[config.mk]
export PLATFORM = sky130hd
export DESIGN_NAME = ipv4_rx_parser
export DESIGN_NICKNAME = d
export VERILOG_FILES = /design/src/rtl/ipv4_rx_parser.sv
export SDC_FILE = /design/constraint.sdc
export NUM_CORES = 1
export LEC_CHECK = 0
export BUFFER_PORTS_ARGS = -buffer_cell sky130_fd_sc_hd__clkbuf_2
export CELL_PAD_IN_SITES_DETAIL_PLACEMENT = 1
export CELL_PAD_IN_SITES_GLOBAL_PLACEMENT = 1
export CORE_UTILIZATION = 37
export DETAILED_ROUTE_END_ITERATION = 8
export GPL_TIMING_DRIVEN = 0
export HOLD_SLACK_MARGIN = 0.05
export PLACE_DENSITY = 0.79
export REMOVE_ABC_BUFFERS = 1
export SLEW_MARGIN = 20
export SYNTH_ARGS = -nofsm -noshare
export SYNTH_HDL_FRONTEND = slang
export SYNTH_SLANG_ARGS = --single-unit
[constraint.sdc]
create_clock -name clk -period 6.95 [get_ports clk]
set_input_delay 1.39 -clock clk [delete_from_list [all_inputs] [get_ports clk]]
set_output_delay 1.39 -clock clk [all_outputs]
set_load 0.005 [all_outputs]
[src/rtl/ipv4_rx_parser.sv]
// Streaming IPv4 receive parser: collects a 5..MAX_IHL word header, checks sum and fields,
// holds the decoded header for the consumer, then passes the payload through with zero latency.
module ipv4_rx_parser #(
  parameter int MAX_IHL   = 15,
  parameter bit CHECK_TTL = 1'b1,
  parameter bit DROP_BAD  = 1'b1
) (
  input  logic        clk,
  input  logic        reset,
  input  logic [31:0] in_data,
  input  logic        in_valid,
  input  logic        in_last,
  output logic        in_ready,
  output logic        hdr_valid,
  input  logic        hdr_ready,
  output logic        valid,
  output logic        invalid,
  output logic [3:0]  err_code,
  output logic [3:0]  version,
  output logic [3:0]  ihl,
  output logic [7:0]  type_of_svc,
  output logic [15:0] total_length,
  output logic [15:0] packet_identification,
  output logic [2:0]  flags,
  output logic [12:0] fragment_offset,
  output logic [7:0]  time_to_live,
  output logic [7:0]  protocol,
  output logic [15:0] header_chksum,
  output logic [31:0] source_ip_address,
  output logic [31:0] destination_ip_address,
  output logic [3:0]  opt_words,
  output logic [31:0] pl_data,
  output logic        pl_valid,
  output logic        pl_last,
  input  logic        pl_ready,
  output logic [2:0]  dbg_state
);

  // Handshake rule for every port pair: a transfer happens on a rising edge where
  // valid and ready are both high; valid never waits on ready, ready may depend on valid.

  typedef enum logic [2:0] {
    S_HDR  = 3'd0,
    S_CHK  = 3'd1,
    S_OUT  = 3'd2,
    S_PAY  = 3'd3,
    S_DROP = 3'd4
  } state_t;

  // One bit per IHL value that is accepted (5..MAX_IHL).
  localparam logic [15:0] IHL_OK = (16'hFFFF >> (15 - MAX_IHL)) & 16'hFFE0;

  state_t      state, state_nxt;
  logic [19:0] acc;
  logic [3:0]  cnt;
  logic [3:0]  err_work;
  logic        ended;
  logic [15:0] budget;

  logic [19:0] acc_base, acc_add;
  logic [16:0] fold1;
  logic [15:0] csum_final;
  logic [15:0] hdr_bytes, pay_bytes;
  logic [3:0]  err_chk;
  logic        bad_first, hdr_done, beat_xfer;

  assign beat_xfer = in_valid & in_ready;
  assign bad_first = (in_data[31:28] != 4'd4) || !IHL_OK[in_data[27:24]];
  assign hdr_done  = (cnt == ihl - 4'd1);

  // Partial end-around fold on every beat keeps the running sum inside 20 bits.
  assign acc_base   = (cnt == 4'd0) ? 20'd0 : acc;
  assign acc_add    = {4'd0, acc_base[15:0]} + {16'd0, acc_base[19:16]}
                    + {4'd0, in_data[31:16]} + {4'd0, in_data[15:0]};
  assign fold1      = {1'b0, acc[15:0]} + {13'd0, acc[19:16]};
  assign csum_final = fold1[15:0] + {15'd0, fold1[16]};

  assign hdr_bytes = {10'd0, ihl, 2'b00};
  assign pay_bytes = (total_length > hdr_bytes) ? total_length - hdr_bytes : 16'd0;
  assign err_chk   = err_work | {(total_length < hdr_bytes),
                                 (CHECK_TTL && (time_to_live == 8'd0)),
                                 (csum_final != 16'hFFFF), 1'b0};
  assign opt_words = (ihl >= 4'd5) ? ihl - 4'd5 : 4'd0;
  assign dbg_state = state;

  always_ff @(posedge clk or posedge reset) begin
    if (reset) state <= S_HDR;
    else       state <= state_nxt;
  end

  always_comb begin
    state_nxt = state;
    in_ready  = 1'b0;
    hdr_valid = 1'b0;
    pl_valid  = 1'b0;
    pl_last   = 1'b0;
    pl_data   = 32'd0;
    case (state)
      S_HDR: begin
        in_ready = 1'b1;
        if (in_valid) begin
          if (cnt == 4'd0) begin
            if (bad_first)    state_nxt = in_last ? S_CHK : S_DROP;
            else if (in_last) state_nxt = S_CHK;
          end else if (in_last || hdr_done) begin
            state_nxt = S_CHK;
          end
        end
      end
      S_CHK: state_nxt = S_OUT;
      S_OUT: begin
        hdr_valid = 1'b1;
        if (hdr_ready) begin
          if (ended)                    state_nxt = S_HDR;
          else if (invalid && DROP_BAD) state_nxt = S_DROP;
          else if (pay_bytes == 16'd0)  state_nxt = S_DROP;
          else                          state_nxt = S_PAY;
        end
      end
      S_PAY: begin
        // Once the byte budget is spent, trailing beats are swallowed up to in_last.
        if (budget != 16'd0) begin
          pl_valid = in_valid;
          in_ready = pl_ready;
          pl_data  = in_data;
          pl_last  = in_last || (budget <= 16'd4);
        end else begin
          in_ready = 1'b1;
        end
        if (in_valid && in_ready && in_last) state_nxt = S_HDR;
      end
      S_DROP: begin
        in_ready = 1'b1;
        if (in_valid && in_last) state_nxt = S_HDR;
      end
      default: state_nxt = S_HDR;
    endcase
  end

  always_ff @(posedge clk or posedge reset) begin
    if (reset) begin
      acc                    <= '0;
      cnt                    <= '0;
      err_work               <= '0;
      ended                  <= 1'b0;
      budget                 <= '0;
      valid                  <= 1'b0;
      invalid                <= 1'b0;
      err_code               <= '0;
      version                <= '0;
      ihl                    <= '0;
      type_of_svc            <= '0;
      total_length           <= '0;
      packet_identification  <= '0;
      flags                  <= '0;
      fragment_offset        <= '0;
      time_to_live           <= '0;
      protocol               <= '0;
      header_chksum          <= '0;
      source_ip_address      <= '0;
      destination_ip_address <= '0;
    end else begin
      case (state)
        S_HDR: if (beat_xfer) begin
          acc   <= acc_add;
          ended <= in_last;
          cnt   <= (state_nxt == S_HDR) ? cnt + 4'd1 : 4'd0;
          if (cnt == 4'd0) begin
            version                <= in_data[31:28];
            ihl                    <= in_data[27:24];
            type_of_svc            <= in_data[23:16];
            total_length           <= in_data[15:0];
            packet_identification  <= '0;
            flags                  <= '0;
            fragment_offset        <= '0;
            time_to_live           <= '0;
            protocol               <= '0;
            header_chksum          <= '0;
            source_ip_address      <= '0;
            destination_ip_address <= '0;
            err_work               <= {in_last, 2'b00, bad_first};
          end else begin
            if (in_last && !hdr_done) err_work[3] <= 1'b1;
            case (cnt)
              4'd1: begin
                packet_identification <= in_data[31:16];
                flags                 <= in_data[15:13];
                fragment_offset       <= in_data[12:0];
              end
              4'd2: begin
                time_to_live  <= in_data[31:24];
                protocol      <= in_data[23:16];
                header_chksum <= in_data[15:0];
              end
              4'd3: source_ip_address      <= in_data;
              4'd4: destination_ip_address <= in_data;
              default: ;
            endcase
          end
        end
        S_CHK: begin
          err_code <= err_chk;
          valid    <= ~|err_chk;
          invalid  <= |err_chk;
        end
        S_OUT: if (hdr_ready) budget <= pay_bytes;
        S_PAY: if (beat_xfer && (budget != 16'd0))
          budget <= (budget > 16'd4) ? budget - 16'd4 : 16'd0;
        default: ;
      endcase
    end
  end

endmodule
## After elaboration in Yosys (flattened, before gate mapping)

Memory sizes are Yosys's and may differ from the RTL's.
Index checks and enable logic that the tools add are counted.

| storage, ports and cells | value |
|---|---|
| memory bits (read-only) | 16 |
| bits of input ports | 38 |
| word-level logic and storage cells | 137 |
| memories kept | 1 |
| register bits | 212 |
| output and inout port bits | 209 |

| cells by class | value |
|---|---|
| multiplexer cells | 50 |
| $lt $le $gt $ge | 6 |
| eq/ne operators | 13 |
| $add $sub $neg | 10 |
| bitwise logic cells | 2 |
| reduce and logical (&&, ||, !) cells | 33 |

Memories:

| name | words | width | read ports | clocked after Yosys merged registers in | wr ports | RTL line | text |
|---|---|---|---|---|---|---|---|
| (no name shown) | 16 | 1 | 1 | 0 | 0 | 68 | `assign bad_first = (in_data[31:28] != 4'd4) \|\| !IHL_OK[in_data[27:24]];` |

Operators with widths:

| kind | number |
|---|---|
| $mux W32 | 6 |
| $mux W16 | 8 |
| $mux W3 | 14 |
| $add A16 B4 Y17 | 2 |
| $mux W8 | 4 |
| $pmux W16 S2 | 1 |
| $mux W13 | 2 |
| $reduce_and A3 Y1 | 7 |
| $mux W20 | 1 |
| $add A18 B16 Y19 | 1 |
| $add A17 B16 Y18 | 1 |
| $add A16 B1 Y16 | 1 |
| $gt A16 B3 Y1 const B | 1 |
| $gt A16 B6 Y1 | 1 |
| $le A16 B3 Y1 const B | 1 |
| $logic_not A16 Y1 | 1 |
| $lt A16 B6 Y1 | 1 |
| $ne A16 B16 Y1 const B | 1 |
| $reduce_bool A16 Y1 | 1 |
| $sub A16 B3 Y16 const B | 1 |
| $sub A16 B6 Y16 | 1 |
| $pmux W3 S5 | 1 |
| $reduce_bool A2 Y1 | 6 |
| $mux W1 | 10 |
| other kinds (27) | 40 |

## Depth between registers and ports, before layout

| depth | value |
|---|---|
| word-level depth | 10 |
| depth in mapped cells | 19 |

## Least setup slack after synthesis

OpenSTA, ideal clock, no wires.

| path | value |
|---|---|
| path kind | flip-flop to flip-flop |
| start | register cnt[0] |
| end | register acc[17] |
| path buffers | 3 |
| stages on the path, launching flop included | 20 |
| required time | 6829 ps |
| arrival time | 4880 ps |
| path slack | 1949 ps |
| setup time | 121 ps |
| cells stage by stage | dfrtp_1 -> inv_1 -> ha_1 -> clkbuf_1 -> or3b_2 -> clkbuf_1 -> clkbuf_1 -> and2_1 -> fa_1 -> fa_1 -> ha_1 -> inv_1 -> fa_1 -> nor2b_1 -> o31a_1 -> o31ai_2 -> a2111oi_0 -> or3_1 -> o311a_1 -> o22a_1 |

| between the ends | value |
|---|---|
| word-level cells in the longest chain between the ends | 5 |

RTL lines:

| element | RTL line | text |
|---|---|---|
| start: declaration | 55 | `logic [3:0] cnt;` |
| start signal: assignment | 167 | `cnt <= (state_nxt == S_HDR) ? cnt + 4'd1 : 4'd0;` |
| $logic_not A4 Y1 | 72 | `assign acc_base = (cnt == 4'd0) ? 20'd0 : acc;` |
| $mux W20 | 72 |  |
| $add A16 B4 Y17 | 73 | `assign acc_add = {4'd0, acc_base[15:0]} + {16'd0, acc_base[19:16]}` |
| $add A17 B16 Y18 | 74 | `+ {4'd0, in_data[31:16]} + {4'd0, in_data[15:0]};` |
| $add A18 B16 Y19 | 74 |  |
| end signal: assignment | 142 | `acc <= '0;` |
| end signal: assignment | 165 | `acc <= acc_add;` |
| end: declaration | 54 | `logic [19:0] acc;` |

Every way passes these cells.
A chain may end at the register's enable or synchronous reset.

## Worst setup path after layout

| path | value |
|---|---|
| start | register cnt[0] |
| end | register acc[15] |

Same word-level chain as after synthesis.

==> results.md <==
- Congestion Overflow GR: 0
- Root buffer cell: clkbuf_16
- First-pass GRT wire length: between 50 and 60 mm
- Syn_area_per_cell: 9.54 um2
- DR vias/cell: approximately 5.5
- Hold Path Class: flop to flop
- Hold_ws: 0.480 ns
- Yosys cell types: 68
- Post-synth EDFFs: 0
- Starting density of the core: 37.8%
- Slew Limit Fails: 0
- CP Launch Type: flop
- H-tree depth: 1
- Total Wirelength: 37.8 mm
- FMAX: 0.170 GHz
- CTS tree: built
- Ratio of cells with drive above 1 in the final layout: 25.4%
- CP Data Arrival Time: between 6 and 7 ns
- DRC Markers: 0
- Die Y-Extent: 174 um
- Initial DRT Pass Iterations: 5
- CTS Hold Bufs: 0
- Final Hold Viols: 0
- Clock skew: 0.00862 ns
- Post-cts resize count: 0
- Layout area overhead: 24.1%
- Crit-path max FO: 48
- Worst setup path start: cnt[0]
- Post-place setup slack: 1.27 ns
- Syn Std Cell Area: 10900 um2
- Nets@finish: ~1500
- Worst Setup End Kind: flop
- Largest net degree at the start of global routing: 95
- Total die area: between 30000 and 40000 um2
- Ys async rst share: 100%
- Peak VDD IR: 0.261 mV
- Num CTS Buffers: 24
- Status: complete, no violations
- Final core utilization: a little under half
- Minimum clock period after layout: 5.89 ns
- Post-CTS Setup Inserts: 0
- Vias: 9748
- Hold path start: fragment_offset[11]
- Worst r2r src: cnt[0]
- Num rows: 62
- Total GRT Usage: 25.0%
- Clock net sink count: 210
- Critical path class: flop to flop
- Final worst slack: 1.06 ns
- Most used DFF post-synth: dfrtp_1
- Reg2reg setup slack: 1.06 ns
- Initial drt markers: 411
- Sequential element share of the synthesized area: 48.2%
- Worst EP required: between 7 and 8 ns
- Initial antenna violation count: 1
- Final ANT Viol Nets: 0
- Clock slew at the register clock pins of the worst setup and hold paths: about 0.060 ns
- Unrepaired setup endpoints after global routing: no
- Die Wd: 174 um
- Final estimated routing congestion in global placement: 0.860
- Gate Count Post-Synth: 1143
- Worst Tran Pin Value: 1.09 ns
- Core box area: 28900 um2
- Worst skew pair latency: around 0.53 ns
- Worst slew margin: around a quarter
- Max cap viols: 0
- IO Port Bufs: 246
- Warnings, synthesis: 0
- Synthesized flop and latch total: 210
- Final total power: 7.16 mW
- Dpl hpwl: around 27 mm
- Top-Level Pins: ~250
- Leakage power: 6.72 nW
- Routed len/inst: 21.3 um
- CTS Buffer Depth: 3
- Final period utilization: 84.7%
- Vias in the first global route: 10200
- Final setup viols: 0
- Power Dens Cells: 529 nW/um2
==> sequential cells by signal, indices dropped and copies added (netlist names), 2 cells and up <==
signal,cells
total_length,16
err_code,4
protocol,8
cnt,4
destination_ip_address,32
ihl,4
time_to_live,8
type_of_svc,8
source_ip_address,32
flags,3
err_work,2
version,4
header_chksum,16
acc,18
budget,16
fragment_offset,13
packet_identification,16
dbg_state,3
==> area by class of cell <==
type / instances / area, um2
clock buffers: 28 / 656
clock inverters: 13 / 160
well taps: 384 / 480
inverters: 29 / 116
repair buffers: 256 / 1470
diodes: 1 / 2.50
multi-input cells: 852 / 5400
flip-flops and latches: 210 / 5260
fillers: 3350 / 15300
==> path summary, 6_finish.rpt <==
path                                        endpoint  cells after the start
setup / recovery                             acc[15]                     16
hold / removal                   fragment_offset[11]                      2
setup reg to reg                             acc[15]                     16
hold reg to reg                  fragment_offset[11]                      2
max in group asynchronous                 version[3]                      4
min in group asynchronous  destination_ip_address[0]                      2
==> cell usage after synthesis (4+ instances only) <==
cell type,number,area (um2)
mux2_2,33,372
o21a_1,7,52.6
a31oi_1,4,25.0
nor2_1,60,225
nand4_1,8,50.1
o31ai_1,5,37.5
a211oi_1,4,30.0
fa_1,20,400
or3_1,4,25.0
nand2_1,218,818
xnor2_1,11,96.3
and3_1,5,31.3
a21oi_1,30,150
dfrtp_1,210,5260
nor4_1,13,81.3
xor2_1,20,175
o22ai_1,6,37.5
ha_1,48,601
nor3_1,24,120
a41oi_1,4,35.0
nand3_1,22,110
o21ai_1,4,20.0
o21ai_0,181,906
inv_1,29,109
nor3b_1,5,37.5
nor4b_1,4,35.0
and2_1,48,300
a22oi_1,5,37.5
clkbuf_1,47,176
nand2b_1,7,43.8
a21o_1,5,37.5
==> power breakdown <==
part / switching [mW] / internal, mW
sequential: 0.519 / 1.80
clock: 0.533 / 0.785
combinational: 2.05 / 1.47
==> cell usage in the layout (no fill, tap or decap), drive strengths merged, types with 7 or more instances in the layout <==
master    n
nor3     25
nand2   218
nor4     14
mux2     33
xor2     20
dfrtp   210
inv      29
fa       20
clkbuf  274
clkinv    8
buf      10
ha       48
xnor2    11
nand4     8
o21a      7
nand2b    7
nand3    23
nor2     61
a21oi    30
and2     49
o21ai   185
==> layer usage <==
metal  part of all wire (%)  wire length, um  track usage (%)  up-vias
met4                    4.2             1600             11.0        0
li1                       -                -                -     4428
met1                     42            16000             32.3     4903
met3                    5.4             2060             3.46      101
met2                     48            18200             41.9      316
met5                      0                0                0        -
==> worst max-delay path, stage by stage, from the launching register on <==
cell,delay (ns)
dfrtp_1,0.45
inv_1,0.15
ha_1,0.48
or3b_4,0.73
and2_1,0.30
fa_1,0.47
fa_1,0.55
ha_1,0.23
inv_1,0.07
fa_1,0.40
nor2b_1,0.17
o31a_1,0.24
o31ai_2,0.14
a2111oi_0,0.70
or3_1,0.29
nor4_1,0.07
a211o_1,0.30
==> stage by stage <==
step	instance area, um2	cells	setup TNS, ns
6_report	13500	1773	0
4_1_cts	13500	1772	0
3_5_place_dp	12700	1731	0
5_1_grt	13500	1772	0
2_1_floorplan	10700	1091	-37.28
3_3_place_gp	12400	1721	-575.23
==> kinds of logic (layout without fill, tap and decap cells) <==
group           count (synthesis)  in the layout  share of synthesized area (%)
mux                            35             35                           3.59
compound gates                279            279                           14.6
buf+inv                        81            326                           2.87
flops                         210            210                           48.2
fa+ha+maj                      68             68                           9.18
other cells                     0              1                              0
xor+xnor                       32             32                           2.70
simple gates                  438            438                           18.9
Note: power is estimated with default switching activity, not from simulation.
